--- config.mk ---
export PLATFORM = sky130hd
export DESIGN_NAME = instr_encoder
export DESIGN_NICKNAME = d
export VERILOG_FILES = /design/src/rtl/instr_encoder.sv
export SDC_FILE = /design/constraint.sdc
export NUM_CORES = 1
export LEC_CHECK = 0
export CAP_MARGIN = 20
export CORE_MARGIN = 10
export CORE_UTILIZATION = 35
export CTS_BUF_LIST = sky130_fd_sc_hd__clkbuf_2 sky130_fd_sc_hd__clkbuf_4 sky130_fd_sc_hd__clkbuf_8
export CTS_CLUSTER_DIAMETER = 60
export DETAILED_ROUTE_END_ITERATION = 10
export PLACE_DENSITY = 0.56
export SETUP_SLACK_MARGIN = 0.5
export SYNTH_ARGS = -nofsm -noshare
export SYNTH_HDL_FRONTEND = slang
export SYNTH_SLANG_ARGS = --single-unit
export TNS_END_PERCENT = 5
--- constraint.sdc ---
create_clock -name clk -period 5.05 [get_ports clk]
set_input_delay 1.2625 -clock clk [delete_from_list [all_inputs] [get_ports clk]]
set_output_delay 1.2625 -clock clk [all_outputs]
set_load 0.005 [all_outputs]
--- src/rtl/instr_encoder.sv ---
// instr_encoder: packs decoded operation requests into 32-bit instruction
// words, buffers them in a small FIFO and streams each word with its byte
// address to the instruction-memory loader.
module instr_encoder #(
   parameter int unsigned       DEPTH     = 4,
   parameter int unsigned       ADDR_W    = 32,
   parameter logic [ADDR_W-1:0] BASE_ADDR = '0
) (
   input  logic                    clk,
   input  logic                    rst_n,
   input  logic                    in_valid,
   output logic                    in_ready,
   input  logic [3:0]              in_alu_op,
   input  logic                    in_imm_signal,
   input  logic [4:0]              in_rs,
   input  logic [4:0]              in_rt,
   input  logic [4:0]              in_rd,
   input  logic [4:0]              in_shamt,
   input  logic [15:0]             in_imm,
   output logic                    out_valid,
   input  logic                    out_ready,
   output logic [31:0]             out_instr,
   output logic [ADDR_W-1:0]       out_addr,
   output logic                    err_illegal,
   output logic [$clog2(DEPTH):0]  count
);

   localparam int unsigned PTR_W = $clog2(DEPTH);
   localparam int unsigned CNT_W = PTR_W + 1;

   localparam logic [3:0] OP_ADD = 4'b0010;
   localparam logic [3:0] OP_SUB = 4'b0110;
   localparam logic [3:0] OP_AND = 4'b0000;
   localparam logic [3:0] OP_OR  = 4'b0001;
   localparam logic [3:0] OP_SLL = 4'b1110;
   localparam logic [3:0] OP_SRL = 4'b1100;

   logic [31:0]       r_instr_mem [DEPTH];
   logic [ADDR_W-1:0] r_addr_mem  [DEPTH];
   logic [PTR_W-1:0]  r_wr_ptr;
   logic [PTR_W-1:0]  r_rd_ptr;
   logic [CNT_W-1:0]  r_count;
   logic [ADDR_W-1:0] r_next_addr;
   logic              r_err;

   logic [5:0]        w_funct;
   logic [4:0]        w_shamt;
   logic              w_legal;
   logic [31:0]       w_word;
   logic              w_accept;
   logic              w_push;
   logic              w_pop;

   // Encode the current request and classify it as legal or illegal
   always_comb begin
      w_funct = '0;
      w_shamt = '0;
      w_legal = 1'b1;
      w_word  = '0;
      case (in_alu_op)
         OP_ADD:  w_funct = 6'b100000;
         OP_SUB:  w_funct = 6'b100010;
         OP_AND:  w_funct = 6'b100100;
         OP_OR:   w_funct = 6'b100101;
         OP_SLL:  begin w_funct = 6'b000000; w_shamt = in_shamt; end
         OP_SRL:  begin w_funct = 6'b000010; w_shamt = in_shamt; end
         default: w_legal = 1'b0;
      endcase
      if (in_imm_signal) begin
         w_legal = (in_alu_op == OP_ADD);
         w_word  = {6'b111111, in_rs, in_rt, in_imm};
      end else begin
         w_word  = {6'b000000, in_rs, in_rt, in_rd, w_shamt, w_funct};
      end
   end

   assign in_ready  = (r_count != CNT_W'(DEPTH));
   assign out_valid = (r_count != '0);
   assign w_accept  = in_valid & in_ready;
   assign w_push    = w_accept & w_legal;
   assign w_pop     = out_valid & out_ready;

   assign out_instr   = r_instr_mem[r_rd_ptr];
   assign out_addr    = r_addr_mem[r_rd_ptr];
   assign err_illegal = r_err;
   assign count       = r_count;

   // FIFO storage and pointers; head entry drives the outputs directly
   always_ff @(posedge clk or negedge rst_n) begin
      if (!rst_n) begin
         for (int i = 0; i < int'(DEPTH); i++) begin
            r_instr_mem[i] <= '0;
            r_addr_mem[i]  <= '0;
         end
         r_wr_ptr <= '0;
         r_rd_ptr <= '0;
      end else begin
         if (w_push) begin
            r_instr_mem[r_wr_ptr] <= w_word;
            r_addr_mem[r_wr_ptr]  <= r_next_addr;
            r_wr_ptr              <= r_wr_ptr + PTR_W'(1);
         end
         if (w_pop) begin
            r_rd_ptr <= r_rd_ptr + PTR_W'(1);
         end
      end
   end

   // Occupancy count; simultaneous push and pop leave it unchanged
   always_ff @(posedge clk or negedge rst_n) begin
      if (!rst_n) begin
         r_count <= '0;
      end else begin
         case ({w_push, w_pop})
            2'b10:   r_count <= r_count + CNT_W'(1);
            2'b01:   r_count <= r_count - CNT_W'(1);
            default: r_count <= r_count;
         endcase
      end
   end

   // Byte address counter, advances only when a word is stored
   always_ff @(posedge clk or negedge rst_n) begin
      if (!rst_n) begin
         r_next_addr <= BASE_ADDR;
      end else if (w_push) begin
         r_next_addr <= r_next_addr + ADDR_W'(4);
      end
   end

   // One-cycle pulse after an illegal request is accepted and dropped
   always_ff @(posedge clk or negedge rst_n) begin
      if (!rst_n) begin
         r_err <= 1'b0;
      end else begin
         r_err <= w_accept & ~w_legal;
      end
   end

endmodule
==> summary.txt, run 1 <==
placed insts: 1360
worst skew pair latency: 0.54 ns
worst hold endpoint: r_instr_mem[35]
beginning of the worst hold path: r_instr_mem[35]
Final Cycle Share: 0.792
critical path's top delay family: flip-flops
row count: 67
1st-pass router iterations: 4
Max Clock Freq: 250 MHz
capturing point of the worst reg2reg path: count[2]
setup bufs post-CTS: 0
Yosys cell types: 40
Final Setup Violations: 0
Tot GR Track Use: 0.133
leakage: 6.38 nW
Post-Place Worst Slack: 0.895 ns
die area: 41400 µm²
Post-CTS Hold Fix Bufs: 0
GR Util met3: 0.0324
WHS: 0.488 ns
FF+latch count, synth: 266
clk slew on worst S/H paths: 0.06 ns
Synth top area share: 0.564
area grow syn2layout: 21.8%
WS Path Type: flip-flop to primary output
DR vias/cell: 4.96
IO Pins: 115
Non-Filler Instances: 1440
total CTS buffers: 47
Synth Instances: 842
Post-synth ARST share: 1.00
first-pass GRT wire length: 44.2 mm
share of layout cells above drive strength 1: 0.337
Post-Route WL: 27.3 mm
final instance area: 14400 µm²
setup TNS: 0 ns
status: finished, final reports clean
WL/cell: 19.0 µm
Slowest-stage cell, CP: dfrtp_2
Area contributors post-synth: dfrtp_1 56%, mux2_2 16%, mux4_2 11%
Commonest cells post-synth: 266 x dfrtp_1, 164 x mux2_2, 62 x nor2_1, 61 x a21oi_1, 57 x mux4_2
Max Cap Viol: 0
worst vdd ir: 244 µV
WP buf/inv: 2
residual DRC count: 0
max-slew violation count: 0
R2R Path Start: count[0]
CTS sink cnt: 266
final HPWL from detailed placement: 17.2 mm
starting density of the core: 0.353
Slew Limit Headroom: 0.381
final core area utilization: 0.431
core region area: 33400 µm²
ys flop type: dfrtp_1
Fin Clk Skew: 0.0119 ns
Routability Congestion: 0.707
syn avg cell area: 14.0 µm²
most common cell in the netlist: dfrtp_1
worst path required time: 3.79 ns
CP peak stage delay: 0.95 ns
Critical Path AT: 2.74 ns
Ant. Diodes: 0
RSZ-0062 raised after global routing: false
crit path cell chain: buf_12 -> mux4_2 -> clkdlybuf4s50_1
Post-synth EDFFs: 0
Final nets: 1013
GRT overflow: 0
crit path max fanout: 30
clk buf depth: 3
Cell Area, Placed: 13400 µm²
Worst setup SP type: flip-flop
worst hold-check path type: flip-flop to flip-flop
routed via count: 7144
final critical-path setup slack: 1.05 ns
root buf cell: clkbuf_8
Slew @ Worst Pin: 0.929 ns
Die X: 204 µm
CTS tree: yes
cell taking the most area after synthesis: dfrtp_1
largest net degree at the start of global routing: 123
Hold Path Depth: 2
PostCTS Resize Cnt: 0
met2 Track Usage GR: 0.204
# fillers: 3159
vias in the first global route: 7616
initial antenna violation count: 1
Post-Syn Area: 11800 µm²
endpoints failing hold: 0
R2R depth: 10
r2r setup slk: 2.28 ns
sequential cell area fraction in the yosys report: 0.564
Worst setup EP type: primary output
total power: 7.27 mW
Top Usage Layer GRT: met2
htree depth: 2
min cycle time layout: 4.00 ns
Power Density: 506 nW/µm²
IO Port Bufs: 112
post-route ant nets: 0
Setup crit start: r_rd_ptr[1]
met1 GRT Util: 0.181
initial DRC count: 310
Ys Warns: 0
Die H: 204 µm
==> cells in the final DEF, fill, tap and decap left out, types with 2 or more instances in the layout <==
cell,instances
clkbuf_8,59
conb_1,2
nor3_1,4
a22oi_1,5
and2_1,3
clkbuf_4,17
clkinv_2,4
nor4_1,9
a21oi_4,4
and3_1,6
o21ai_0,10
mux2i_1,5
a21oi_1,61
nand4_1,7
nand3_1,17
buf_12,4
and4_1,2
nand2_1,25
mux2_2,164
dfrtp_1,264
xor2_1,18
inv_1,7
nand2b_1,8
nor2_1,62
clkdlybuf4s50_1,111
xnor2_1,18
mux4_2,57
buf_4,17
ha_1,6
==> area by class of cell <==
type,count,area [µm²],share of cell area
clock buffer,76,940,0.0654
sequential,266,6660,0.464
clock inverter,4,20.0,0.00139
tap,448,561,0.0390
timing repair buffer,133,1330,0.0928
multi-input combinational,505,4820,0.336
inverter,8,30.0,0.00209
==> layer usage <==
metal | up-vias | routed length [µm] | part of all wire
met2 | 152 | 12400 | 0.45
met1 | 3663 | 13000 | 0.48
met3 | 51 | 1400 | 0.051
met4 | 2 | 546 | 0.020
li1 | 3276 | - | -
met5 | - | 18 | 0.00066
==> where the power goes <==
group | internal [mW] | switching [mW]
Sequential | 2.65 | 0.379
Clock | 1.17 | 0.846
Combinational | 1.37 | 0.865
Total | 5.18 | 2.09
==> kinds of logic (layout without fill, tap and decap cells) <==
family,Yosys count,count (layout),share of synthesized area
and+or+nand+nor,149,149,0.0597
AOI/OAI and AO/OA,85,85,0.0417
other,1,2,0.000318
xor gates and xnor gates,36,36,0.0267
DFF,266,266,0.564
muxes,226,226,0.270
adders and majority gates,7,7,0.00806
buffers and inverters,72,221,0.0294
==> worst max-delay path by stage <==
stage / end / slack (ns) / cells after the start
after CTS: out_addr[2] / 0.94 / 3
final: out_instr[29] / 1.05 / 3
after floorplan: count[2] / 1.59 / 12
after global routing: out_addr[2] / 0.87 / 3
after global placement: count[2] / 0.95 / 12
after detailed placement: count[2] / 0.90 / 12
==> sequential cells by signal, summed over array words and instances (netlist names) <==
name and cells:
count 3, r_addr_mem 120, r_instr_mem 108, r_next_addr 30
err_illegal 1, r_wr_ptr 2, r_rd_ptr 2
==> worst register-to-register path, stage by stage, from the launching register on <==
cell,delay [ns]
dfrtp_1,0.43
or3b_2,0.61
nand2_1,0.23
a21oi_2,0.06
inv_2,0.27
ha_1,0.25
inv_1,0.06
fa_1,0.37
xor2_1,0.15
nor2_1,0.11
xor2_1,0.16
Power figures use the tool's default switching activity.
==> run 2: changes to the inputs <==
--- a/config.mk
+++ b/config.mk
@@ -11,7 +11,7 @@
 export CTS_BUF_LIST = sky130_fd_sc_hd__clkbuf_2 sky130_fd_sc_hd__clkbuf_4 sky130_fd_sc_hd__clkbuf_8
 export CTS_CLUSTER_DIAMETER = 60
 export DETAILED_ROUTE_END_ITERATION = 10
-export PLACE_DENSITY = 0.56
+export PLACE_DENSITY = 0.58
 export SETUP_SLACK_MARGIN = 0.5
 export SYNTH_ARGS = -nofsm -noshare
 export SYNTH_HDL_FRONTEND = slang
==> constraint.sdc (replaced) <==
create_clock -name clk -period 3.3 [get_ports clk]
set_input_delay 0.825 -clock clk [delete_from_list [all_inputs] [get_ports clk]]
set_output_delay 0.825 -clock clk [all_outputs]
set_load 0.005 [all_outputs]
==> run 2 against run 1 <==
Sequential share of layout area fell by 1.4 points; critical path depth rose by 2; worst hold slack got worse by 0.22 ns; combinational power rose by 72%; first-iteration DRC count rose by 18%; highest routed layer unchanged.
==> summary.txt, run 2 (synthesis gave the netlist of run 1 again) <==
status: finished, final reports clean
RSZ-0062 raised after global routing: true
Non-Filler Instances: 1468
core region area: 33400 µm²
min cycle time layout: 2.93 ns
IO Port Bufs: 112
placed insts: 1369
r2r setup slk: 0.78 ns
Ant. Diodes: 0
CTS tree: yes
starting density of the core: 0.353
clk buf depth: 3
DR vias/cell: 4.96
Final Cycle Share: 0.887
Worst setup EP type: primary output
Worst setup SP type: flip-flop
vias in the first global route: 7834
initial DRC count: 366
WL/cell: 19.3 µm
initial antenna violation count: 1
max reg flops: 120
routed via count: 7275
setup TNS: 0 ns
IO Pins: 115
htree depth: 2
WHS: 0.269 ns
WS Path Type: flip-flop to primary output
residual DRC count: 0
Setup crit start: r_rd_ptr[0]
worst vdd ir: 360 µV
Die H: 204 µm
# fillers: 3068
Top reg by flops: r_addr_mem
worst path required time: 2.47 ns
Critical Path AT: 2.10 ns
total CTS buffers: 47
Tot GR Track Use: 0.139
biggest regs: r_addr_mem: 120 flops, r_instr_mem: 108 flops, r_next_addr: 30 flops
CTS sink cnt: 266
Max Cap Viol: 0
first-pass GRT wire length: 45.9 mm
worst hold-check path type: input port to asynchronous set/reset pin
Post-CTS Hold Fix Bufs: 0
endpoints failing hold: 0
Routability Congestion: 0.729
root buf cell: clkbuf_8
capturing point of the worst reg2reg path: count[2]
largest net degree at the start of global routing: 79
Max Clock Freq: 342 MHz
worst skew pair latency: 0.56 ns
final HPWL from detailed placement: 17.7 mm
Final nets: 1037
leakage: 6.74 nW
Fin Clk Skew: 0.0261 ns
commonest non-fill, non-tap cell in the layout: dfrtp_1
row count: 67
critical path endpoint: out_instr[4]
R2R Path Start: count[0]
area grow syn2layout: 25.6%
Die X: 204 µm
Slew Limit Headroom: 0.572
leading cell types in the layout, fill and taps excluded: 264 x dfrtp_1, 164 x mux2_2, 62 x nor2_1
Slew @ Worst Pin: 0.642 ns
crit path max fanout: 8
die area: 41400 µm²
GRT overflow: 0
1st-pass router iterations: 4
max-slew violation count: 0
Power Density: 784 nW/µm²
R2R depth: 10
post-route ant nets: 0
clk slew on worst S/H paths: 0.06 ns
Post-Route WL: 28.4 mm
Final Setup Violations: 0
share of layout cells above drive strength 1: 0.392
[run 2: changes by cell type in the layout (fill, tap and decap cells not counted), sizes merged]
cell	delta
clkdlybuf4s50	-63
buf	+56
clkdlybuf4s15	+24
dlygate4sd2	+6
clkinv	+5
bufinv	+2
clkbuf	-2
[run 2: metrics by stage]
step                      utilization  setup slack, ns  total power, mW  area (µm²)
after floorplan                     -            0.518             6.58       11800
after global placement          0.409          -0.0224             8.21       13600
after detailed placement        0.409          -0.0247             8.29       13600
after CTS                       0.444            0.329             11.9       14800
after global routing            0.444            0.303             12.4       14800
final                           0.444            0.372             11.6       14800
[run 2: metal layers]
metal | up-vias | global-route usage | wire (µm)
met2 | 136 | 0.225 | 13800
li1 | 3332 | - | -
met3 | 40 | 0.0352 | 1510
met4 | 2 | 0.0360 | 486
met1 | 3765 | 0.181 | 12600
met5 | - | 0 | 13
[run 2: how the worst min path moves through the flow]
stage | from | end | slack (ns) | cells after the start
after floorplan | r_instr_mem[35] | r_instr_mem[35] | 0.45 | 2
after global placement | r_instr_mem[67] | r_instr_mem[67] | 0.47 | 2
after detailed placement | r_instr_mem[35] | r_instr_mem[35] | 0.48 | 2
after CTS | rst_n | count[1] | 0.26 | 1
after global routing | rst_n | r_addr_mem[57] | 0.30 | 1
final | rst_n | r_addr_mem[90] | 0.27 | 1
[run 2: layout make-up]
cell class              instances  area (µm²)  share of cell area
clock buffers                  73         917              0.0619
clock inverters                11         105             0.00710
inverters                       8        30.0             0.00203
multi-input cells             505        4840               0.327
flip-flops and latches        266        6660               0.450
well taps                     448         561              0.0378
repair buffers                157        1690               0.114
[run 2: worst max-delay path, cell delays in order (launching register included)]
cell     delay [ns]
dfrtp_4        0.52
buf_12         0.15
buf_12         0.12
buf_16         0.14
mux4_2         0.46
buf_2          0.15
[run 2: power breakdown]
part / internal [mW] / switching (mW)
Sequential: 4.06 / 0.450
Clock: 1.92 / 1.34
Combinational: 2.25 / 1.59
[run 2: timing repair]
action,CTS,global route
buffers inserted,10,0
gates resized for setup,201,1
cloned,5,0
setup endpoints to repair,63,65
pin swaps,0,0
